--- src/rtl/dispatch_pkg.sv ---
// rtl/dispatch_pkg.sv - shared micro-op fields, classes, FSM states and opcode decode
package dispatch_pkg;

    localparam int UOP_W  = 24;
    localparam int OPC_HI = 23;
    localparam int OPC_LO = 16;
    localparam int DST_HI = 11;
    localparam int DST_LO = 8;
    localparam int S1_HI  = 7;
    localparam int S1_LO  = 4;
    localparam int S2_HI  = 3;
    localparam int S2_LO  = 0;

    // ALU ops, all write the register file
    localparam logic [7:0] UO_ADDB = 8'h01;
    localparam logic [7:0] UO_SUBB = 8'h02;
    localparam logic [7:0] UO_ANDB = 8'h03;
    localparam logic [7:0] UO_ORB  = 8'h04;
    // MEM ops, only the load writes the register file
    localparam logic [7:0] UO_LDB  = 8'h10;
    localparam logic [7:0] UO_STB  = 8'h11;
    // FCU ops, none write the register file
    localparam logic [7:0] UO_BEQ  = 8'h20;
    localparam logic [7:0] UO_BNE  = 8'h21;
    localparam logic [7:0] UO_JMP  = 8'h22;

    typedef enum logic [1:0] {
        CLS_NONE = 2'd0,
        CLS_ALU  = 2'd1,
        CLS_MEM  = 2'd2,
        CLS_FCU  = 2'd3
    } uop_class_e;

    typedef enum logic {
        ST_RUN    = 1'b0,
        ST_BRWAIT = 1'b1
    } disp_state_e;

    function automatic logic [7:0] uop_opcode(input logic [UOP_W-1:0] uop);
        return uop[OPC_HI:OPC_LO];
    endfunction

    function automatic logic [3:0] uop_dst(input logic [UOP_W-1:0] uop);
        return uop[DST_HI:DST_LO];
    endfunction

    function automatic logic [3:0] uop_src1(input logic [UOP_W-1:0] uop);
        return uop[S1_HI:S1_LO];
    endfunction

    function automatic logic [3:0] uop_src2(input logic [UOP_W-1:0] uop);
        return uop[S2_HI:S2_LO];
    endfunction

    function automatic uop_class_e opcode_class(input logic [7:0] opc);
        case (opc)
            UO_ADDB, UO_SUBB, UO_ANDB, UO_ORB: return CLS_ALU;
            UO_LDB, UO_STB:                    return CLS_MEM;
            UO_BEQ, UO_BNE, UO_JMP:            return CLS_FCU;
            default:                           return CLS_NONE;
        endcase
    endfunction

    function automatic logic opcode_writes_rf(input logic [7:0] opc);
        case (opc)
            UO_ADDB, UO_SUBB, UO_ANDB, UO_ORB, UO_LDB: return 1'b1;
            default:                                   return 1'b0;
        endcase
    endfunction

endpackage

--- src/rtl/uop_fifo.sv ---
// rtl/uop_fifo.sv - circular micro-op queue with synchronous clear
module uop_fifo #(
    parameter int QDEPTH = 4,
    parameter int WIDTH  = 24
) (
    input  logic             clk_i,
    input  logic             rst_i,
    input  logic             clear_i,
    input  logic             push_i,
    input  logic [WIDTH-1:0] data_i,
    input  logic             pop_i,
    output logic [WIDTH-1:0] data_o,
    output logic [3:0]       count_o,
    output logic             full_o,
    output logic             empty_o
);

    localparam int PW = (QDEPTH > 1) ? $clog2(QDEPTH) : 1;

    logic [WIDTH-1:0] mem_q [QDEPTH];
    logic [WIDTH-1:0] mem_d [QDEPTH];
    logic [PW-1:0]    wr_ptr_q, wr_ptr_d;
    logic [PW-1:0]    rd_ptr_q, rd_ptr_d;
    logic [3:0]       count_q, count_d;
    logic             do_push, do_pop;

    assign full_o  = (count_q == 4'(QDEPTH));
    assign empty_o = (count_q == 4'd0);
    assign data_o  = mem_q[rd_ptr_q];
    assign count_o = count_q;
    assign do_push = push_i & ~full_o;
    assign do_pop  = pop_i & ~empty_o;

    // Next pointers and occupancy; pointers wrap naturally since QDEPTH is a power of two
    always_comb begin
        mem_d    = mem_q;
        wr_ptr_d = wr_ptr_q;
        rd_ptr_d = rd_ptr_q;
        count_d  = count_q;
        if (clear_i) begin
            wr_ptr_d = '0;
            rd_ptr_d = '0;
            count_d  = 4'd0;
        end else begin
            if (do_push) begin
                mem_d[wr_ptr_q] = data_i;
                wr_ptr_d        = wr_ptr_q + PW'(1);
            end
            if (do_pop) begin
                rd_ptr_d = rd_ptr_q + PW'(1);
            end
            count_d = count_q + {3'b000, do_push} - {3'b000, do_pop};
        end
    end

    // Control state is reset; the payload storage does not need to be
    always_ff @(posedge clk_i or posedge rst_i) begin
        if (rst_i) begin
            wr_ptr_q <= '0;
            rd_ptr_q <= '0;
            count_q  <= 4'd0;
        end else begin
            wr_ptr_q <= wr_ptr_d;
            rd_ptr_q <= rd_ptr_d;
            count_q  <= count_d;
        end
    end

    // Payload storage
    always_ff @(posedge clk_i) begin
        mem_q <= mem_d;
    end

endmodule

--- src/rtl/uop_dispatch.sv ---
// rtl/uop_dispatch.sv - in-order micro-op dispatch with register scoreboard and branch wait
module uop_dispatch
    import dispatch_pkg::*;
#(
    parameter int QDEPTH = 4,
    parameter int NREG   = 16
) (
    input  logic             clk_i,
    input  logic             rst_i,
    input  logic             in_valid_i,
    output logic             in_ready_o,
    input  logic [23:0]      in_uop_i,
    output logic             alu_valid_o,
    input  logic             alu_ready_i,
    output logic             mem_valid_o,
    input  logic             mem_ready_i,
    output logic             fcu_valid_o,
    input  logic             fcu_ready_i,
    output logic [23:0]      iss_uop_o,
    input  logic             wb_valid_i,
    input  logic [3:0]       wb_reg_i,
    input  logic             br_done_i,
    input  logic             br_miss_i,
    input  logic             flush_i,
    output logic [3:0]       count_o,
    output logic [NREG-1:0]  busy_o
);

    disp_state_e      state_q, state_d;
    logic [NREG-1:0]  busy_q, busy_d;
    logic             alive_q, alive_d;

    logic [UOP_W-1:0] head_uop;
    logic [3:0]       fifo_count;
    logic             fifo_full, fifo_empty;
    logic             push, pop, kill;

    uop_class_e       head_cls;
    logic [3:0]       head_dst, head_src1, head_src2;
    logic             head_wr, hazard, issue_ok, drop_none;
    logic             any_fire, fcu_fire, br_kill;

    uop_fifo #(
        .QDEPTH (QDEPTH),
        .WIDTH  (UOP_W)
    ) u_fifo (
        .clk_i   (clk_i),
        .rst_i   (rst_i),
        .clear_i (kill),
        .push_i  (push),
        .data_i  (in_uop_i),
        .pop_i   (pop),
        .data_o  (head_uop),
        .count_o (fifo_count),
        .full_o  (fifo_full),
        .empty_o (fifo_empty)
    );

    // Decode the head op, evaluate hazards and drive the issue handshakes
    always_comb begin
        head_cls  = opcode_class(uop_opcode(head_uop));
        head_wr   = opcode_writes_rf(uop_opcode(head_uop));
        head_dst  = uop_dst(head_uop);
        head_src1 = uop_src1(head_uop);
        head_src2 = uop_src2(head_uop);
        hazard    = busy_q[head_src1] | busy_q[head_src2] | (head_wr & busy_q[head_dst]);
        issue_ok  = (state_q == ST_RUN) & ~fifo_empty & ~hazard;
        // Unclassified ops leave the queue without any unit seeing them
        drop_none = (state_q == ST_RUN) & ~fifo_empty & (head_cls == CLS_NONE);

        alu_valid_o = issue_ok & (head_cls == CLS_ALU);
        mem_valid_o = issue_ok & (head_cls == CLS_MEM);
        fcu_valid_o = issue_ok & (head_cls == CLS_FCU);

        fcu_fire = fcu_valid_o & fcu_ready_i;
        any_fire = (alu_valid_o & alu_ready_i) | (mem_valid_o & mem_ready_i) | fcu_fire;
        pop      = any_fire | drop_none;

        // A mispredict discards everything queued behind the branch, like a flush
        br_kill    = (state_q == ST_BRWAIT) & br_done_i & br_miss_i;
        kill       = flush_i | br_kill;
        in_ready_o = alive_q & ~fifo_full & ~kill;
        push       = in_valid_i & in_ready_o;
    end

    // Scoreboard: writeback clears, issue of a writer sets; set is applied last so it wins
    always_comb begin
        busy_d = busy_q;
        if (wb_valid_i) begin
            busy_d[wb_reg_i] = 1'b0;
        end
        if (any_fire && head_wr) begin
            busy_d[head_dst] = 1'b1;
        end
    end

    // Branch wait FSM next state; flush overrides any branch resolution
    always_comb begin
        state_d = state_q;
        alive_d = 1'b1;
        if (flush_i) begin
            state_d = ST_RUN;
        end else begin
            case (state_q)
                ST_RUN:    if (fcu_fire) state_d = ST_BRWAIT;
                ST_BRWAIT: if (br_done_i) state_d = ST_RUN;
                default:   state_d = ST_RUN;
            endcase
        end
    end

    // State registers; alive_q holds off enqueue until the first edge after reset
    always_ff @(posedge clk_i or posedge rst_i) begin
        if (rst_i) begin
            state_q <= ST_RUN;
            busy_q  <= '0;
            alive_q <= 1'b0;
        end else begin
            state_q <= state_d;
            busy_q  <= busy_d;
            alive_q <= alive_d;
        end
    end

    assign iss_uop_o = head_uop;
    assign count_o   = fifo_count;
    assign busy_o    = busy_q;

endmodule
--- config.mk ---
export PLATFORM = sky130hd
export DESIGN_NAME = uop_dispatch
export DESIGN_NICKNAME = d
export VERILOG_FILES = /design/src/rtl/dispatch_pkg.sv /design/src/rtl/uop_fifo.sv /design/src/rtl/uop_dispatch.sv
export SDC_FILE = /design/constraint.sdc
export NUM_CORES = 1
export LEC_CHECK = 0
export ABC_AREA = 1
export CAP_MARGIN = 40
export CORE_AREA = 2 2 108 110
export CTS_BUF_LIST = sky130_fd_sc_hd__clkbuf_16
export DETAILED_ROUTE_END_ITERATION = 10
export DIE_AREA = 0 0 110 112
export PLACE_DENSITY = 0.81
export SYNTH_ARGS = -nofsm -noshare
export SYNTH_HDL_FRONTEND = slang
export SYNTH_SLANG_ARGS = --single-unit
--- constraint.sdc ---
create_clock -name clk_i -period 4.14 [get_ports clk_i]
set_input_delay 1.242 -clock clk_i [delete_from_list [all_inputs] [get_ports clk_i]]
set_output_delay 1.242 -clock clk_i [all_outputs]
set_load 0.02 [all_outputs]
==> reports/qor.csv, run 1 <==
stage,metric,value,unit
run_status,status,"finished, final reports clean",
synthesis,leading area contributor after synthesis,edfxtp_1,
worst_setup_path,crit-path leading delay family,simple AND/OR/NAND/NOR gates,
worst_setup_path,worst-path cell chain,"inv_2, buf_12, nand2_1, nand3_2, nand2_2, inv_2, nand2_1, nand3_1, nand3_1, nand3_1, nand2_1, nor2_4, nand2_1, nor2_1, clkbuf_2",
clock_tree,CTS tree,yes,
grt,met2 GRT Util,42.1,%
synthesis,Post-synth top flop,edfxtp_1,
layout,FF/Latch Area,0.00353,sq mm
synthesis,Synth Area in Adders,2.44,%
synthesis,Synth Area in Compound Gates,7.35,%
clock_tree,Inserted Clock Buffers,17,
synthesis,ranking of synthesized cells by area,"edfxtp_1 48%, nand2_1 11%, dfrtp_1 11%",
grt,aggregate global routing overflow,0,
synthesis,Post-synth EDFFs,96,
grt,number of global-route vias before repair,4559,
sta,RSZ-0062 raised after global routing,false,
routing,Pre-antenna DRT Iters,6,
routing,vias per cell,5.50,
layout,Final nets,758,
worst_setup_path,worst reg2reg startpoint,u_fifo.rd_ptr_q[0],
routing,DRT antenna net count,0,
clock_tree,CTS root buf,clkbuf_16,
synthesis,post-synthesis xor/xnor area fraction,0.441,%
synthesis,Synth top area share,48.4,%
synthesis,asr flop ratio synth,21.3,%
place,PortBufs,85,
grt,Tot GR Track Use,24.5,%
routing,1st-iter DRT viols,423,
grt,layer with the highest usage,met2,
layout,share of cells above drive strength 1,12.9,%
floorplan,Initial Utilization,53.3,%
synthesis,Ys Warns,0,
worst_setup_path,crit start category,flop,
grt,initial antenna violation count,0,
sta,Tmin final,3.90,ns
layout,fill count,842,
synthesis,main combinational cell family by area after synthesis,simple AND/OR/NAND/NOR gates,
floorplan,die height,112,um
place,RePlAce Congestion,0.926,
floorplan,IO Count,86,
clock_tree,Max Root-Sink Buffers,2,
layout,P&R area growth vs syn,27.9,%
routing,DR DRC count,0,
grt,met3 Use GR,4.51,%
layout,footprint of the multi-input gates,0.00206,sq mm
floorplan,# rows,39,
floorplan,Die W,110,um
worst_hold_path,HP Class,reg2reg,
synthesis,mean cell area of the mapped netlist,9.78,sq um
worst_setup_path,peak fanout along the critical path,25,
clock_tree,"Clk Latency, worst-skew pair",0.41,ns
worst_setup_path,"Top cell by count, worst path",nand2_1,
synthesis,synthesized flop and latch total,122,
sta,final setup violation count,0,
synthesis,simple-gate share of the synthesized area,23.9,%
worst_setup_path,CP Launch Point,u_fifo.rd_ptr_q[0],
sta,Final Skew,0.0103,ns
run,max_cap viols,0,
clock_tree,CTS Sinks,122,
worst_hold_path,HP Start,state_q,
floorplan,DIE AREA,0.0123,sq mm
sta,"Period Utilization, post-route",94.1,%
clock_tree,# H-tree levels,4,
power_and_ir_drop,Power per Cell Area,686,mW/mm^2
synthesis,Synth Cell Area,0.00596,sq mm
grt,M1 GR Usage,29.6,%
grt,largest net degree at the start of global routing,54,
worst_setup_path,CP Class,reg2out,
routing,vias,4757,
power_and_ir_drop,P_leak,3.20,nW
place,Detailed Place HPWL,9.87,mm
routing,DRT Wirelength,14.6,mm
worst_setup_path,Crit path buffers/inverters,4,
floorplan,Core Footprint,0.0112,sq mm
routing,Avg WL per Cell,16.9,um
worst_setup_path,"slowest stage delay, CP",0.42,ns
sta,Setup TNS,0,ns
sta,fin. max-slew vios,0,
clock_tree,Post-CTS Setup Inserts,0,
clock_tree,hold-fix buffers at CTS,0,
synthesis,Synth Net Count,658,
layout,ANT cells,0,
clock_tree,Worst-path clk slew,0.06,ns
sta,Final Hold Fails,0,
sta,maximum operating frequency,257,MHz
sta,Hold WS,0.536,ns
synthesis,Syn Inst Count,609,
grt,first-pass GRT wire length,22.3,mm
worst_setup_path,critical path capture point type,output pin,
worst_setup_path,Crit path required time,2.90,ns
worst_setup_path,CP max-delay cell,dfrtp_1,
synthesis,post-synthesis sequential area ratio,59.3,%
synthesis,multiplexer share of the synthesized area,0,%
worst_setup_path,Worst Path Arrival,2.66,ns
synthesis,synth unique cells,41,
power_and_ir_drop,VDD IR-drop max,0.340,mV
-- Yosys cell counts (all sizes together), types with 3 or more instances --
| library cell | number |
|---|---|
| a21oi | 5 |
| nand2 | 183 |
| edfxtp | 96 |
| ha | 10 |
| nand3b | 3 |
| buf | 16 |
| o211ai | 3 |
| o22ai | 5 |
| o31ai | 4 |
| dfrtp | 26 |
| nand4 | 7 |
| o21ai | 49 |
| nand3 | 77 |
| nor2 | 44 |
| inv | 66 |
-- cells by family (layout without fill, tap and decap cells) --
logic type | count (synthesis) | after routing
XOR/XNOR | 3 | 3
other | 1 | 1
adder cells (fa/ha/maj) | 11 | 11
flip-flops | 122 | 122
AO/OA/AOI/OAI | 71 | 71
AND/OR/NAND/NOR | 317 | 317
buffers and inverters | 84 | 197
-- through the flow --
stage / setup WS (ns) / std cells / cell area [sq um] / utilization, % / total power [mW]
after floorplan: 0.289 / 609 / 5960 / - / 3.00
after global routing: 0.0374 / 865 / 7620 / 68.2 / 5.51
final: 0.243 / 865 / 7620 / 68.2 / 5.23
after detailed placement: 0.0734 / 832 / 7000 / 62.7 / 3.73
after global placement: 0.153 / 831 / 6980 / 62.4 / 3.66
after CTS: 0.0539 / 864 / 7590 / 68.0 / 5.20
-- layout by cell type, fill, tap and decap left out, types with 3 or more instances in the layout --
| master | count |
|---|---|
| edfxtp_1 | 96 |
| nand3_1 | 70 |
| nor2_2 | 6 |
| nand2_1 | 175 |
| nand3b_1 | 3 |
| o21ai_1 | 3 |
| inv_1 | 58 |
| ha_1 | 10 |
| clkdlybuf4s50_1 | 81 |
| nand3_2 | 6 |
| nand2_2 | 6 |
| clkbuf_16 | 18 |
| nand4_1 | 6 |
| clkbuf_2 | 3 |
| inv_6 | 6 |
| o22ai_1 | 5 |
| clkinvlp_4 | 3 |
| nor2_4 | 4 |
| o31ai_1 | 4 |
| dfrtp_1 | 26 |
| o21ai_2 | 11 |
| buf_4 | 10 |
| o21ai_0 | 35 |
| inv_2 | 7 |
| a21oi_1 | 5 |
| nor2_1 | 34 |
-- state kept, by name, summed over array words and instances (netlist names) --
signal	flops
busy_o	16
u_fifo.count_o	4
alive_q	1
state_q	1
u_fifo.mem_q	96
u_fifo.wr_ptr_q	2
u_fifo.rd_ptr_q	2
-- report_power, final --
part	switching, mW	internal, mW
sequential	0.0357	1.40
combinational	1.48	0.860
clock	0.559	0.895
total	2.08	3.15
-- final cells by class --
cell class              count  share of cell area (%)
multi-input cells         403                    27.0
inverters                  66                    3.32
flip-flops and latches    122                    46.4
clock inverters            15                    2.14
well taps                 143                    2.35
repair buffers             99                    13.2
clock buffers              17                    5.59
-- path summary, 6_finish.rpt --
| check | end | slack [ns] | cells past startpoint |
|---|---|---|---|
| max | alu_valid_o | 0.24 | 15 |
| min | state_q | 0.54 | 2 |
| max reg2reg | u_fifo.count_o[2] | 0.63 | 20 |
| min reg2reg | state_q | 0.54 | 2 |
| max in group asynchronous | busy_o[3] | 2.62 | 3 |
| min in group asynchronous | u_fifo.count_o[1] | 1.10 | 2 |
-- metal layers --
layer / vias to the layer above / part of all wire, %
met5: - / 0
met4: 0 / 3.2
met3: 34 / 5.6
met2: 195 / 51
met1: 2271 / 41
li1: 2257 / -
-- repair_timing --
action                                  CTS  global route
pin swaps                                 0             0
endpoints found under the setup margin    3             4
resized for setup                         5             9
cloned                                    0             1
-- worst min-delay path, delay by kind of cell (launching register included) --
kind | cells | cell delay [ns]
flip-flops | 1 | 0.39
buffers and inverters | 1 | 0.06
AO/OA/AOI/OAI | 1 | 0.05
(Power assumes the default switching activity.)
==> run 2: changes to the inputs <==
--- a/config.mk
+++ b/config.mk
@@ -12,6 +12,7 @@
 export DETAILED_ROUTE_END_ITERATION = 10
 export DIE_AREA = 0 0 110 112
 export PLACE_DENSITY = 0.81
+export SLEW_MARGIN = 5
 export SYNTH_ARGS = -nofsm -noshare
 export SYNTH_HDL_FRONTEND = slang
 export SYNTH_SLANG_ARGS = --single-unit
==> constraint.sdc (replaced) <==
create_clock -name clk_i -period 4.14 [get_ports clk_i]
set_input_delay 0.828 -clock clk_i [delete_from_list [all_inputs] [get_ports clk_i]]
set_output_delay 0.828 -clock clk_i [all_outputs]
set_load 0.02 [all_outputs]
==> run 2 against run 1 <==
  * Global-route usage down 0.059 points
  * Largest power group unchanged
  * Sequential cell count did not move
  * Die area did not move
  * Count of clock-buffer cells in the layout is the same
  * Combinational power shrank 4%
  * Clock skew up 0.0019 ns
  * Worst hold slack improved by 0.018 ns
  * Clock power is 6% higher
  * Non-clock buffer count fell by 5
  * Routed wire length decreased by 3.1%
==> reports/qor.csv, run 2 (same netlist as run 1, synthesis figures left out) <==
stage,metric,value,unit,change
run_status,status,"finished, final reports clean",,
place,Post-Place Setup Slack,0.558,ns,+0.485 ns
worst_setup_path,critical path capture point type,output pin,,
grt,initial antenna violation count,0,,unchanged
routing,1st-iter DRT viols,393,,-7.1%
run,max_cap viols,0,,unchanged
layout,ANT cells,0,,unchanged
routing,Avg WL per Cell,16.5,um,-2.6%
clock_tree,CTS tree,yes,,
layout,FF/Latch Area,0.00353,sq mm,unchanged
place,DP Cell Count,828,,-0.48%
place,RePlAce Congestion,0.944,,+1.9%
clock_tree,# H-tree levels,4,,unchanged
floorplan,die height,112,um,unchanged
place,PortBufs,85,,unchanged
power_and_ir_drop,Power per Cell Area,687,mW/mm^2,about the same
clock_tree,Max Root-Sink Buffers,2,,unchanged
grt,first-pass GRT wire length,22.8,mm,+2.2%
grt,largest net degree at the start of global routing,48,,-11%
layout,share of cells above drive strength 1,11.9,%,-1.0 points
grt,number of global-route vias before repair,4678,,+2.6%
floorplan,Die W,110,um,unchanged
routing,DRT antenna net count,0,,unchanged
layout,Largest register FFs,96,,unchanged
sta,Final Skew,0.0121,ns,+0.00186 ns
worst_setup_path,crit start category,flop,,
sta,Slew HR,56.4,%,
worst_setup_path,Crit path required time,3.31,ns,+0.41 ns
sta,final worst slack,0.261,ns,+0.0180 ns
layout,footprint of the multi-input gates,0.00205,sq mm,-0.24%
layout,"Most flops, register",u_fifo.mem_q,,
grt,Tot GR Track Use,24.4,%,-0.059 points
clock_tree,CTS Sinks,122,,unchanged
power_and_ir_drop,P_leak,3.16,nW,-1.2%
sta,Setup TNS,0,ns,unchanged
worst_setup_path,CP Class,reg2out,,
layout,"commonest non-fill, non-tap cell in the layout",nand2_1,,
place,Detailed Place HPWL,9.71,mm,-1.7%
layout,fill count,815,,-3.2%
routing,DR DRC count,0,,unchanged
layout,Final nets,753,,-0.66%
worst_hold_path,HP Class,reg2reg,,
routing,DRT Wirelength,14.2,mm,-3.1%
floorplan,# rows,39,,unchanged
worst_setup_path,"Top cell by count, worst path",nand2_1,,
clock_tree,Inserted Clock Buffers,17,,unchanged
floorplan,DIE AREA,0.0123,sq mm,unchanged
power_and_ir_drop,VDD IR-drop max,0.393,mV,+16%
routing,vias per cell,5.39,,-1.9%
sta,Final Hold Fails,0,,unchanged
clock_tree,Post-CTS Setup Inserts,0,,unchanged
floorplan,Core Footprint,0.0112,sq mm,unchanged
worst_setup_path,"slowest stage delay, CP",0.61,ns,+0.19 ns
sta,maximum operating frequency,258,MHz,+0.46%
layout,P&R area growth vs syn,27.6,%,
sta,fin. max-slew vios,0,,unchanged
sta,final setup violation count,0,,unchanged
worst_setup_path,peak fanout along the critical path,43,,+72%
clock_tree,Worst-path clk slew,0.06,ns,about the same
worst_setup_path,Worst Path Arrival,3.05,ns,+0.39 ns
worst_setup_path,CP max-delay cell,clkdlybuf4s50_1,,
layout,Layout Cells excl Fill,860,,-0.58%
sta,Worst Tran Pin Value,0.647,ns,
sta,"Period Utilization, post-route",93.7,%,-0.44 points
grt,aggregate global routing overflow,0,,unchanged
floorplan,IO Count,86,,unchanged
sta,RSZ-0062 raised after global routing,false,,
floorplan,Initial Utilization,53.3,%,unchanged
clock_tree,"Clk Latency, worst-skew pair",0.41,ns,about the same
clock_tree,CTS root buf,clkbuf_16,,
routing,Pre-antenna DRT Iters,6,,unchanged
layout,final instance area,0.00760,sq mm,-0.21%
place,Post-DP Area,0.00696,sq mm,-0.61%
power_and_ir_drop,Pwr Total,5.22,mW,-0.18%
sta,Tmin final,3.88,ns,-0.0180 ns
worst_setup_path,worst-path cell chain,"inv_2, buf_12, nand2_1, nand3_1, nand2_1, nand2_1, nand2_1, nand3_2, nand2_1, nand3_1, nor2_1, nor2_2, nand2_1, nor2_1, clkdlybuf4s50_1",,
layout,"commonest cells after routing, fill and taps aside","175 x nand2_1, 96 x edfxtp_1, 85 x clkdlybuf4s50_1",,
routing,vias,4638,,-2.5%
## run 2: cell types whose count changed in the layout (fill, tap and decap cells not counted), sizes merged, moves of 2 or more
cell	delta
clkdlybuf4s50	+4
inv	-4
clkinv	+2
bufinv	+2
buf	-4
clkbuf	-4
## run 2: critical path: cells and delay by family, from the launching register on
family                 cells  cell delay, ns
and+or+nand+nor           12            1.22
DFF                        1            0.41
buffers and inverters      3            1.02
## run 2: per-layer routing
layer,wire (um),share of wire [%],GRT usage (%)
met4,303,2.1,9.28
met3,759,5.4,4.45
met1,5880,41,30.5
met5,0,0,0
met2,7230,51,41.8
## run 2: area by class of cell
| type | instances | share of cell area, % |
|---|---|---|
| inverter | 66 | 3.33 |
| tap | 143 | 2.35 |
| sequential | 122 | 46.5 |
| clock inverter | 15 | 2.62 |
| timing repair buffer | 94 | 12.6 |
| multi-input combinational | 403 | 27.0 |
| clock buffer | 17 | 5.60 |
## run 2: report_power, final
part / internal (mW) / switching [mW]
Sequential: 1.40 / 0.0371
Clock: 1.01 / 0.536
Combinational: 0.811 / 1.43
## run 2: final timing paths
path / from / end / slack (ns) / cells after the start
setup / recovery: u_fifo.rd_ptr_q[0] / alu_valid_o / 0.26 / 15
hold / removal: busy_o[0] / busy_o[0] / 0.55 / 2
setup reg to reg: u_fifo.rd_ptr_q[0] / u_fifo.count_o[2] / 0.71 / 21
hold reg to reg: busy_o[0] / busy_o[0] / 0.55 / 2
max in group asynchronous: rst_i / u_fifo.rd_ptr_q[1] / 3.09 / 3
min in group asynchronous: rst_i / u_fifo.count_o[1] / 0.65 / 2
## run 2: repair_timing
item                       in CTS  in global routing
hold buffers                    0                  0
setup endpoints to repair       0                  2
resized for setup               0                  4
hold endpoints to repair        0                  0
## run 2: stage by stage
step | util, % | hold WS (ns)
finish | 68.0 | 0.554
global route | 68.0 | 0.573
CTS | 67.9 | 0.552
detailed placement | 62.3 | 0.537
global placement | 62.0 | 0.529
floorplan | - | 0.507
